[src/rtl/rr_shared_reg_arbiter_if.sv]
// ---------------------------------------------------------------------------
// rr_shared_reg_arbiter_if
//
// Bundles the requester-side and register-side signals of the round-robin
// shared-register arbiter.
//
// Parameters:
//   NREQ   - number of requesters (>= 1)
//   DWIDTH - shared register width
//   SW     - source index width, max(1, clog2(NREQ))
//
// Signals:
//   req     [NREQ]          per-requester write request
//   lock    [NREQ]          per-requester lock request (qualified by req)
//   wdata   [NREQ*DWIDTH]   packed write data, requester i at [i*DWIDTH +: DWIDTH]
//   gnt     [NREQ]          registered one-hot grant
//   q       [DWIDTH]        shared register contents
//   q_valid                 |gnt, q was updated at the preceding edge
//   q_src   [SW]            index of the last requester written
//   locked                  arbiter is in a lock session
//
// Modports:
//   master - requester side (drives req/lock/wdata, observes results)
//   slave  - arbiter side
// ---------------------------------------------------------------------------
interface rr_shared_reg_arbiter_if #(
    parameter int NREQ   = 4,
    parameter int DWIDTH = 8
);
    localparam int SW = (NREQ > 1) ? $clog2(NREQ) : 1;

    logic [NREQ-1:0]        req;
    logic [NREQ-1:0]        lock;
    logic [NREQ*DWIDTH-1:0] wdata;
    logic [NREQ-1:0]        gnt;
    logic [DWIDTH-1:0]      q;
    logic                   q_valid;
    logic [SW-1:0]          q_src;
    logic                   locked;

    modport master (
        output req,
        output lock,
        output wdata,
        input  gnt,
        input  q,
        input  q_valid,
        input  q_src,
        input  locked
    );

    modport slave (
        input  req,
        input  lock,
        input  wdata,
        output gnt,
        output q,
        output q_valid,
        output q_src,
        output locked
    );
endinterface

[src/rtl/rr_shared_reg_arbiter.sv]
// ---------------------------------------------------------------------------
// rr_shared_reg_arbiter
//
// Round-robin arbiter in front of a single shared, enable-gated data
// register. Each cycle at most one requester wins; its data is captured into
// q and a registered one-hot grant is returned in the following cycle. A
// winner that also asserts lock keeps exclusive write access for up to
// LOCK_MAX consecutive writes before being forced to release.
//
// Parameters:
//   NREQ     - number of requesters (>= 1)
//   DWIDTH   - shared register width
//   LOCK_MAX - maximum writes in one lock session (>= 1)
//
// Ports:
//   clk  - clock, all state updates on the rising edge
//   rst  - asynchronous assert, active-high reset
//   bus  - slave modport of rr_shared_reg_arbiter_if
//          (req/lock/wdata in; gnt/q/q_valid/q_src/locked out)
// ---------------------------------------------------------------------------
module rr_shared_reg_arbiter #(
    parameter int NREQ     = 4,
    parameter int DWIDTH   = 8,
    parameter int LOCK_MAX = 4
) (
    input  logic                    clk,
    input  logic                    rst,
    rr_shared_reg_arbiter_if.slave  bus
);

    localparam int SW = (NREQ > 1) ? $clog2(NREQ) : 1;
    localparam int CW = $clog2(LOCK_MAX + 1);
    // A one-write lock session is indistinguishable from an unlocked grant,
    // so locking is only enabled when it can actually extend ownership.
    localparam bit LOCK_EN = (LOCK_MAX > 1);

    typedef enum logic {
        ST_ARB    = 1'b0,
        ST_LOCKED = 1'b1
    } state_t;

    // ------------------------------------------------------------------
    // State
    // ------------------------------------------------------------------
    state_t              state_q,    state_d;
    logic [SW-1:0]       ptr_q,      ptr_d;
    logic [SW-1:0]       owner_q,    owner_d;
    logic [CW-1:0]       lock_cnt_q, lock_cnt_d;
    logic [NREQ-1:0]     gnt_q,      gnt_d;
    logic [DWIDTH-1:0]   q_q,        q_d;
    logic [SW-1:0]       q_src_q,    q_src_d;

    // ------------------------------------------------------------------
    // Helpers
    // ------------------------------------------------------------------
    function automatic logic [SW-1:0] next_idx(input logic [SW-1:0] i);
        if (int'(i) >= NREQ - 1) begin
            return '0;
        end
        return i + 1'b1;
    endfunction

    // Per-requester data slices, so the data mux selects by index only and
    // non-winning data never reaches q.
    logic [DWIDTH-1:0] wdata_arr [NREQ];

    // Requests rotated so that position 0 corresponds to ptr; rot_idx maps
    // each rotated position back to its physical requester index.
    logic [SW-1:0]     rot_idx   [NREQ];
    logic [NREQ-1:0]   rot_req;

    genvar gi;
    generate
        for (gi = 0; gi < NREQ; gi++) begin : g_req
            logic [SW:0] sum;

            assign wdata_arr[gi] = bus.wdata[gi*DWIDTH +: DWIDTH];

            assign sum         = {1'b0, ptr_q} + (SW+1)'(gi);
            assign rot_idx[gi] = (sum >= (SW+1)'(NREQ)) ? SW'(sum - (SW+1)'(NREQ))
                                                        : SW'(sum);
            assign rot_req[gi] = bus.req[rot_idx[gi]];
        end
    endgenerate

    // ------------------------------------------------------------------
    // Round-robin winner: first set request at or after ptr
    // ------------------------------------------------------------------
    logic          win_found;
    logic [SW-1:0] win_idx;

    always_comb begin
        win_found = 1'b0;
        win_idx   = '0;
        // Scan from the far end so the lowest rotated position wins.
        for (int k = NREQ - 1; k >= 0; k--) begin
            if (rot_req[k]) begin
                win_found = 1'b1;
                win_idx   = rot_idx[k];
            end
        end
    end

    // ------------------------------------------------------------------
    // Next-state / output logic
    // ------------------------------------------------------------------
    logic [CW-1:0] cnt_inc;

    assign cnt_inc = lock_cnt_q + 1'b1;

    always_comb begin
        state_d    = state_q;
        ptr_d      = ptr_q;
        owner_d    = owner_q;
        lock_cnt_d = lock_cnt_q;
        gnt_d      = '0;
        q_d        = q_q;
        q_src_d    = q_src_q;

        unique case (state_q)
            ST_ARB: begin
                lock_cnt_d = '0;
                if (win_found) begin
                    q_d     = wdata_arr[win_idx];
                    q_src_d = win_idx;
                    gnt_d   = NREQ'(1) << win_idx;
                    if (LOCK_EN && bus.lock[win_idx]) begin
                        // Pointer stays put during the session; it rotates
                        // past the owner when the session ends.
                        state_d    = ST_LOCKED;
                        owner_d    = win_idx;
                        lock_cnt_d = CW'(1);
                    end else begin
                        ptr_d = next_idx(win_idx);
                    end
                end
            end

            ST_LOCKED: begin
                if (!bus.req[owner_q]) begin
                    // Owner walked away: release without a write.
                    state_d    = ST_ARB;
                    ptr_d      = next_idx(owner_q);
                    lock_cnt_d = '0;
                end else begin
                    q_d     = wdata_arr[owner_q];
                    q_src_d = owner_q;
                    gnt_d   = NREQ'(1) << owner_q;
                    if (!bus.lock[owner_q] || (cnt_inc == CW'(LOCK_MAX))) begin
                        // Final write of the session, voluntary or forced.
                        state_d    = ST_ARB;
                        ptr_d      = next_idx(owner_q);
                        lock_cnt_d = '0;
                    end else begin
                        lock_cnt_d = cnt_inc;
                    end
                end
            end

            default: begin
                state_d    = ST_ARB;
                lock_cnt_d = '0;
            end
        endcase
    end

    // ------------------------------------------------------------------
    // State register
    // ------------------------------------------------------------------
    always_ff @(posedge clk or posedge rst) begin
        if (rst) begin
            state_q    <= ST_ARB;
            ptr_q      <= '0;
            owner_q    <= '0;
            lock_cnt_q <= '0;
            gnt_q      <= '0;
            q_q        <= '0;
            q_src_q    <= '0;
        end else begin
            state_q    <= state_d;
            ptr_q      <= ptr_d;
            owner_q    <= owner_d;
            lock_cnt_q <= lock_cnt_d;
            gnt_q      <= gnt_d;
            q_q        <= q_d;
            q_src_q    <= q_src_d;
        end
    end

    // ------------------------------------------------------------------
    // Outputs
    // ------------------------------------------------------------------
    assign bus.gnt     = gnt_q;
    assign bus.q       = q_q;
    assign bus.q_valid = |gnt_q;
    assign bus.q_src   = q_src_q;
    assign bus.locked  = (state_q == ST_LOCKED);

endmodule

[src/flat_wrapper.sv]
// flat-port wrapper written by rule: the top's interface ports become plain ports
module rr_shared_reg_arbiter_flat 
#(
    parameter int NREQ     = 4,
    parameter int DWIDTH   = 8,
    parameter int LOCK_MAX = 4
)
  (clk, rst, bus_req, bus_lock, bus_wdata, bus_gnt, bus_q, bus_q_valid, bus_q_src, bus_locked);
  rr_shared_reg_arbiter_if #(.NREQ(NREQ), .DWIDTH(DWIDTH)) bus_i ();
  input  logic clk;
  input  logic rst;
  input wire logic [$bits(bus_i.req)-1:0] bus_req;
  input wire logic [$bits(bus_i.lock)-1:0] bus_lock;
  input wire logic [$bits(bus_i.wdata)-1:0] bus_wdata;
  output wire logic [$bits(bus_i.gnt)-1:0] bus_gnt;
  output wire logic [$bits(bus_i.q)-1:0] bus_q;
  output wire logic [$bits(bus_i.q_valid)-1:0] bus_q_valid;
  output wire logic [$bits(bus_i.q_src)-1:0] bus_q_src;
  output wire logic [$bits(bus_i.locked)-1:0] bus_locked;
  assign bus_i.req = bus_req;
  assign bus_i.lock = bus_lock;
  assign bus_i.wdata = bus_wdata;
  assign bus_gnt = bus_i.gnt;
  assign bus_q = bus_i.q;
  assign bus_q_valid = bus_i.q_valid;
  assign bus_q_src = bus_i.q_src;
  assign bus_locked = bus_i.locked;
  rr_shared_reg_arbiter #(.NREQ(NREQ), .DWIDTH(DWIDTH), .LOCK_MAX(LOCK_MAX)) u_core (.clk(clk), .rst(rst), .bus(bus_i));
endmodule
[config.mk]
export PLATFORM = sky130hd
export DESIGN_NAME = rr_shared_reg_arbiter_flat
export DESIGN_NICKNAME = d
export VERILOG_FILES = /design/src/rtl/rr_shared_reg_arbiter_if.sv /design/src/rtl/rr_shared_reg_arbiter.sv /design/src/flat_wrapper.sv
export SDC_FILE = /design/constraint.sdc
export NUM_CORES = 1
export LEC_CHECK = 0
export CAP_MARGIN = 5
export CORE_ASPECT_RATIO = 1.75
export CORE_MARGIN = 3
export CORE_UTILIZATION = 45
export CTS_CLUSTER_DIAMETER = 50
export DETAILED_ROUTE_END_ITERATION = 10
export GPL_TIMING_DRIVEN = 0
export PLACE_DENSITY = 0.9
export SKIP_LAST_GASP = 1
export SYNTH_ARGS = -nofsm -noshare
export SYNTH_HDL_FRONTEND = slang
export SYNTH_SLANG_ARGS = --single-unit
[constraint.sdc]
create_clock -name clk -period 2.3 [get_ports clk]
set_input_delay 0.575 -clock clk [delete_from_list [all_inputs] [get_ports clk]]
set_output_delay 0.575 -clock clk [all_outputs]
set_load 0.1 [all_outputs]
* Word-level counts from Yosys, hierarchy flattened *
Cells that the tools add are included.

word-level totals
  output and inout bits = 16
  logic and storage cells = 118
  input port bits = 42
  register bits after elaboration = 22

operators by class
  reduce and logical (&&, ||, !) cells = 6
  muxes and demuxes = 71
  bitwise operators = 3
  magnitude comparators = 14
  shift-type cells = 2
  eq/ne operators = 5
  $add $sub $neg = 10

operators by type and width
  operator                                                     number
  two-way mux 8 bit                                            6
  two-way mux 2 bit                                            19
  binary-select mux 8 bit (select 2 bit)                       2
  two-way mux 1 bit                                            26
  less-than comparator 2 x 3 -> 1 bit (second input constant)  6
  case mux 8 bit (2 select lines)                              1
  >= comparator 3 bit (second input constant)                  5
  binary-select mux 1 bit (select 2 bit)                       7
  two-way mux 3 bit                                            3
  two-way mux 4 bit                                            2
  case mux 2 bit (2 select lines)                              2
  case mux 4 bit (2 select lines)                              1
  << shifter 1 x 2 -> 4 bit (first input constant)             2
  subtractor 2 x 1 -> 2 bit (second input constant)            4
  adder 2 x 2 -> 3 bit (second input constant)                 2
  NOT 2 -> 3 bit                                               2
  case mux 3 bit (2 select lines)                              1
  AND reduction 3 bit                                          2
  adder 2 x 1 -> 2 bit (second input constant)                 2
  >= comparator 2 bit (second input constant)                  2
  inequality test 2 bit (second input constant)                2
  OR reduction 4 bit                                           1
  adder 2 x 1 -> 3 bit (second input constant)                 1
  adder 3 x 1 -> 3 bit (second input constant)                 1
  9 further kinds                                              9

* Longest topological paths before layout *
  depth in word-level cells = 18
  mapped depth = 8

* Worst setup path before layout *
OpenSTA, ideal clock, no wires.

  path kind = reg-to-output
  from = register u_core.gnt_q[1], in the netlist u_core.bus.gnt[1]
  to = output bus_q_valid
  path slack = -80 ps
  path buffers = 0
  data arrival time = 1,805 ps
  stages on the path, launching flop included = 2
  path through = dfrtp_1 or4_1

on the way
  cells in the longest elaborated chain, start to end = 1

RTL lines
  what                    RTL line                      source
  start, declared         rr_shared_reg_arbiter.sv:49   logic [NREQ-1:0] gnt_q, gnt_d;
  start signal, assigned  rr_shared_reg_arbiter.sv:184  gnt_q <= gnt_d;
  OR reduction 4 bit      rr_shared_reg_arbiter.sv:195  assign bus.q_valid = |gnt_q;
  end, declared           flat_wrapper.sv:17            output wire logic [$bits(bus_i.q_valid)-1:0] bus_q_valid;

Every way passes these cells.

* Worst setup path in the final report *
  from = register u_core.owner_q[0]
  to = register u_core.ptr_q[0]

on the way
  cells in the longest elaborated chain, start to end = 9

RTL lines
  what                             RTL line                      source
  start, declared                  rr_shared_reg_arbiter.sv:47   logic [SW-1:0] owner_q, owner_d;
  start signal, assigned           rr_shared_reg_arbiter.sv:182  owner_q <= owner_d;
  >= comparator 2 bit              rr_shared_reg_arbiter.sv:57   if (int'(i) >= NREQ - 1) begin
  two-way mux 1 bit                rr_shared_reg_arbiter.sv:57
  two-way mux 1 bit                rr_shared_reg_arbiter.sv:149  if (!bus.lock[owner_q] || (cnt_inc == CW'(LOCK_MAX))) begin
  two-way mux 1 bit                rr_shared_reg_arbiter.sv:140  if (!bus.req[owner_q]) begin
  two-way mux 1 bit                rr_shared_reg_arbiter.sv:120  unique case (state_q)
  two-way mux 2 bit                rr_shared_reg_arbiter.sv:60   return i + 1'b1;
  two-way mux 2 bit                rr_shared_reg_arbiter.sv:149
  two-way mux 2 bit                rr_shared_reg_arbiter.sv:140
  case mux 2 bit (2 select lines)  rr_shared_reg_arbiter.sv:120
  end signal, assigned             rr_shared_reg_arbiter.sv:181  ptr_q <= ptr_d;
  end, declared                    rr_shared_reg_arbiter.sv:46   logic [SW-1:0] ptr_q, ptr_d;

Parallel ways exist; a longest one is shown, timed or not. The select of a mux whose other input is x is not followed.
A chain may end at the register's enable or synchronous reset.

==> results.json <==
{
  "drive_above_1_share_pct": 17.7,
  "cp.arrival_ns": 2.41,
  "synth_most_common_cell": "dfrtp_1",
  "die-area_sq_um": 4540,
  "seq_area_frac_synth_pct": 32.7,
  "wirelength_mm": 4.34,
  "syn2layout_area_growth_pct": 43.3,
  "path_class": "reg2reg",
  "drt_iter0_drc": 49,
  "period_share_pct": 96.2,
  "die_h_um": 86.9,
  "ios": 58,
  "skew_ns": 0.00461,
  "avgViaCountPerCell": 5.83,
  "firstDrtPassIters": 7,
  "drc": 0,
  "worstMarginPinSlew_ns": 0.965,
  "p_sw_share_pct": 55.8,
  "hold_buffers": 0,
  "period_minus_slack_ns": 2.21,
  "leakage_nw": 1.11,
  "num_rows": 28,
  "final_nets": 279,
  "switching_power_mw": 2.14,
  "dp_slack_ns": -0.612,
  "n_antenna_cell": 0,
  "yosysWarnings": 0,
  "ir_worst_vdd_v": 0.00119,
  "synthArstFlopShare_pct": 100,
  "cts_tree": "built",
  "postRouteAntennaNets": 0,
  "synth_cell_types": 39,
  "worst-path-max-fanout": 10,
  "initial_core_util_pct": 48.5,
  "hold_class": "reg2reg",
  "grt_antenna_before_repair": 0,
  "synthCells": 161,
  "reg2reg_setup_slack_ns": 0.09,
  "slew_headroom_pct": 35.5,
  "rsz0062_at_grt": "true",
  "setup_viol": 0,
  "pwr-share-clk_pct": 9.2,
  "cp-end-kind": "flop",
  "drv_slew": 0,
  "drv_cap": 0,
  "crit_required_ns": 2.50,
  "p_int_mw": 1.70,
  "path_clk_slew_ns": 0.08,
  "pwr-share-seq_pct": 18.3,
  "synth_area_leader_cell": "dfrtp_1",
  "grt_overflow_total": 0,
  "port_buffers": 57,
  "synthTopCellsByArea": "dfrtp_1, mux4_2, ha_1",
  "grt_max_degree": 23,
  "dp_hpwl_mm": 3.45,
  "ys_seq_elements": 22,
  "clock-sinks": 22,
  "fin_ws_ns": 0.0870,
  "yosys-top-cells-count": "dfrtp_1, nor2_1, ha_1, mux4_2",
  "syn_area_sq_um": 1680,
  "crit_chain": "mux4_2 -> and2_1 -> clkbuf_1 -> a2111oi_1 -> a221o_1",
  "place_congestion": 0.928,
  "grt_pass1_vias": 1683,
  "h-tree-depth": 1,
  "postSynthAreaPerCell_sq_um": 10.4,
  "clockBufferDepth": 2,
  "status": "completed",
  "insertion_delay_ns": 0.26,
  "clockRootBuffer": "clkbuf_8",
  "syn_nets": 213,
  "cp_slowest_cell": "mux4_2",
  "power_frac_comb_pct": 72.5,
  "grt_use_total_pct": 20.4,
  "finalSetupTns_ns": 0,
  "power_density_nw_per_um2": 1590,
  "die_w_um": 52.2,
  "max_freq_mhz": 452,
  "critPathLaunchType": "flop",
  "grt_pass1_wl_mm": 7.11,
  "post_drt_wl_per_cell_um": 16.0,
  "num_vias": 1580,
  "synth_top_area_share_pct": 32.7,
  "synth-edff-count": 0,
  "hold_viol_final": 0,
  "cp_slowest_stage_delay_ns": 0.58,
  "design.core.area_sq_um": 3470,
  "synth_ff_type": "dfrtp_1",
  "cts_made_buffers": 3
}
per-stage QoR:
| stage | util, % | hold slack, ns | cell area [sq um] | power, mW | instances |
|---|---|---|---|---|---|
| 2_1_floorplan | - | 0.471 | 1690 | 2.83 | 161 |
| 3_3_place_gp | 66.7 | 0.462 | 2310 | 3.43 | 263 |
| 3_5_place_dp | 66.7 | 0.470 | 2310 | 3.49 | 263 |
| 4_1_cts | 69.4 | 0.484 | 2410 | 3.81 | 269 |
| 5_1_grt | 69.5 | 0.521 | 2410 | 4.04 | 271 |
| 6_report | 69.5 | 0.475 | 2410 | 3.84 | 271 |
critical path, delay by kind of cell, from the launching register on:
kind	cells	cell delay [ns]
compound gates	2	0.65
mux	1	0.58
flops	1	0.53
buf+inv	1	0.21
simple gates	1	0.18
metal layers:
| layer | track usage, % | routed length, um | vias up |
|---|---|---|---|
| met5 | 0 | 0 | - |
| met4 | 9.77 | 131 | 0 |
| met3 | 1.72 | 195 | 11 |
| met2 | 38.1 | 2420 | 58 |
| met1 | 22.2 | 1600 | 761 |
| li1 | - | - | 750 |
layout by cell type (no fill, tap or decap), drive strengths merged, types with 10 or more instances in the layout:
master         netlist  layout
clkbuf               5      13
mux4                10      10
dfrtp               22      22
clkdlybuf4s50        0      37
ha                  10      10
dlygate4sd2          0      14
nor2                16      16
cell type report:
class | count | area [sq um]
flip-flops and latches | 22 | 551
well taps | 45 | 56.3
fillers | 261 | 1060
clock inverters | 1 | 30.0
multi-input cells | 122 | 1090
plain buffers | 8 | 50.0
inverters | 9 | 33.8
repair buffers | 61 | 561
clock buffers | 3 | 41.3
registers in the layout (all words and copies together), names as in the netlist:
| name | count |
|---|---|
| u_core.ptr_q | 2 |
| u_core.owner_q | 2 |
| u_core.bus.q_src | 2 |
| u_core.lock_cnt_q | 3 |
| u_core.bus.locked | 1 |
| u_core.bus.q | 8 |
| u_core.bus.gnt | 4 |
what timing repair did:
action	in CTS	in global routing
resized for setup	29	13
endpoints found under the setup margin	34	16
buffers inserted	2	2
pin swaps	3	2
worst paths after layout:
path,start,end,cells past startpoint
worst max register to register,u_core.owner_q[0]$_DFFE_PP0P_,u_core.ptr_q[0]$_DFFE_PP0P_,5
max in group asynchronous,rst,u_core.bus.locked$_DFF_PP0_,2
worst min register to register,u_core.bus.q[7]$_DFFE_PP0P_,u_core.bus.q[7]$_DFFE_PP0P_,2
worst max-delay path,u_core.owner_q[0]$_DFFE_PP0P_,u_core.ptr_q[0]$_DFFE_PP0P_,5
min in group asynchronous,rst,u_core.bus.q[0]$_DFFE_PP0P_,2
worst min-delay path,u_core.bus.q[7]$_DFFE_PP0P_,u_core.bus.q[7]$_DFFE_PP0P_,2
cell families (layout without fill, tap and decap cells):
logic type,after synthesis,in the layout,synth area share (%)
compound gates,44,44,19.3
simple gates,39,39,10.6
mux,28,28,24.8
flops,22,22,32.7
buf+inv,17,82,4.54
fa+ha+maj,10,10,7.44
xor+xnor,1,1,0.521
power by group through the flow:
stage / clock network, mW / logic [mW] / registers (mW)
after global routing: 0.371 / 2.94 / 0.730
after floorplan: 0 / 1.25 / 1.58
after CTS: 0.356 / 2.75 / 0.707
final: 0.353 / 2.78 / 0.704
after detailed placement: 0 / 2.78 / 0.709
after global placement: 0 / 2.73 / 0.700
Note: power is estimated with default switching activity, not from simulation.
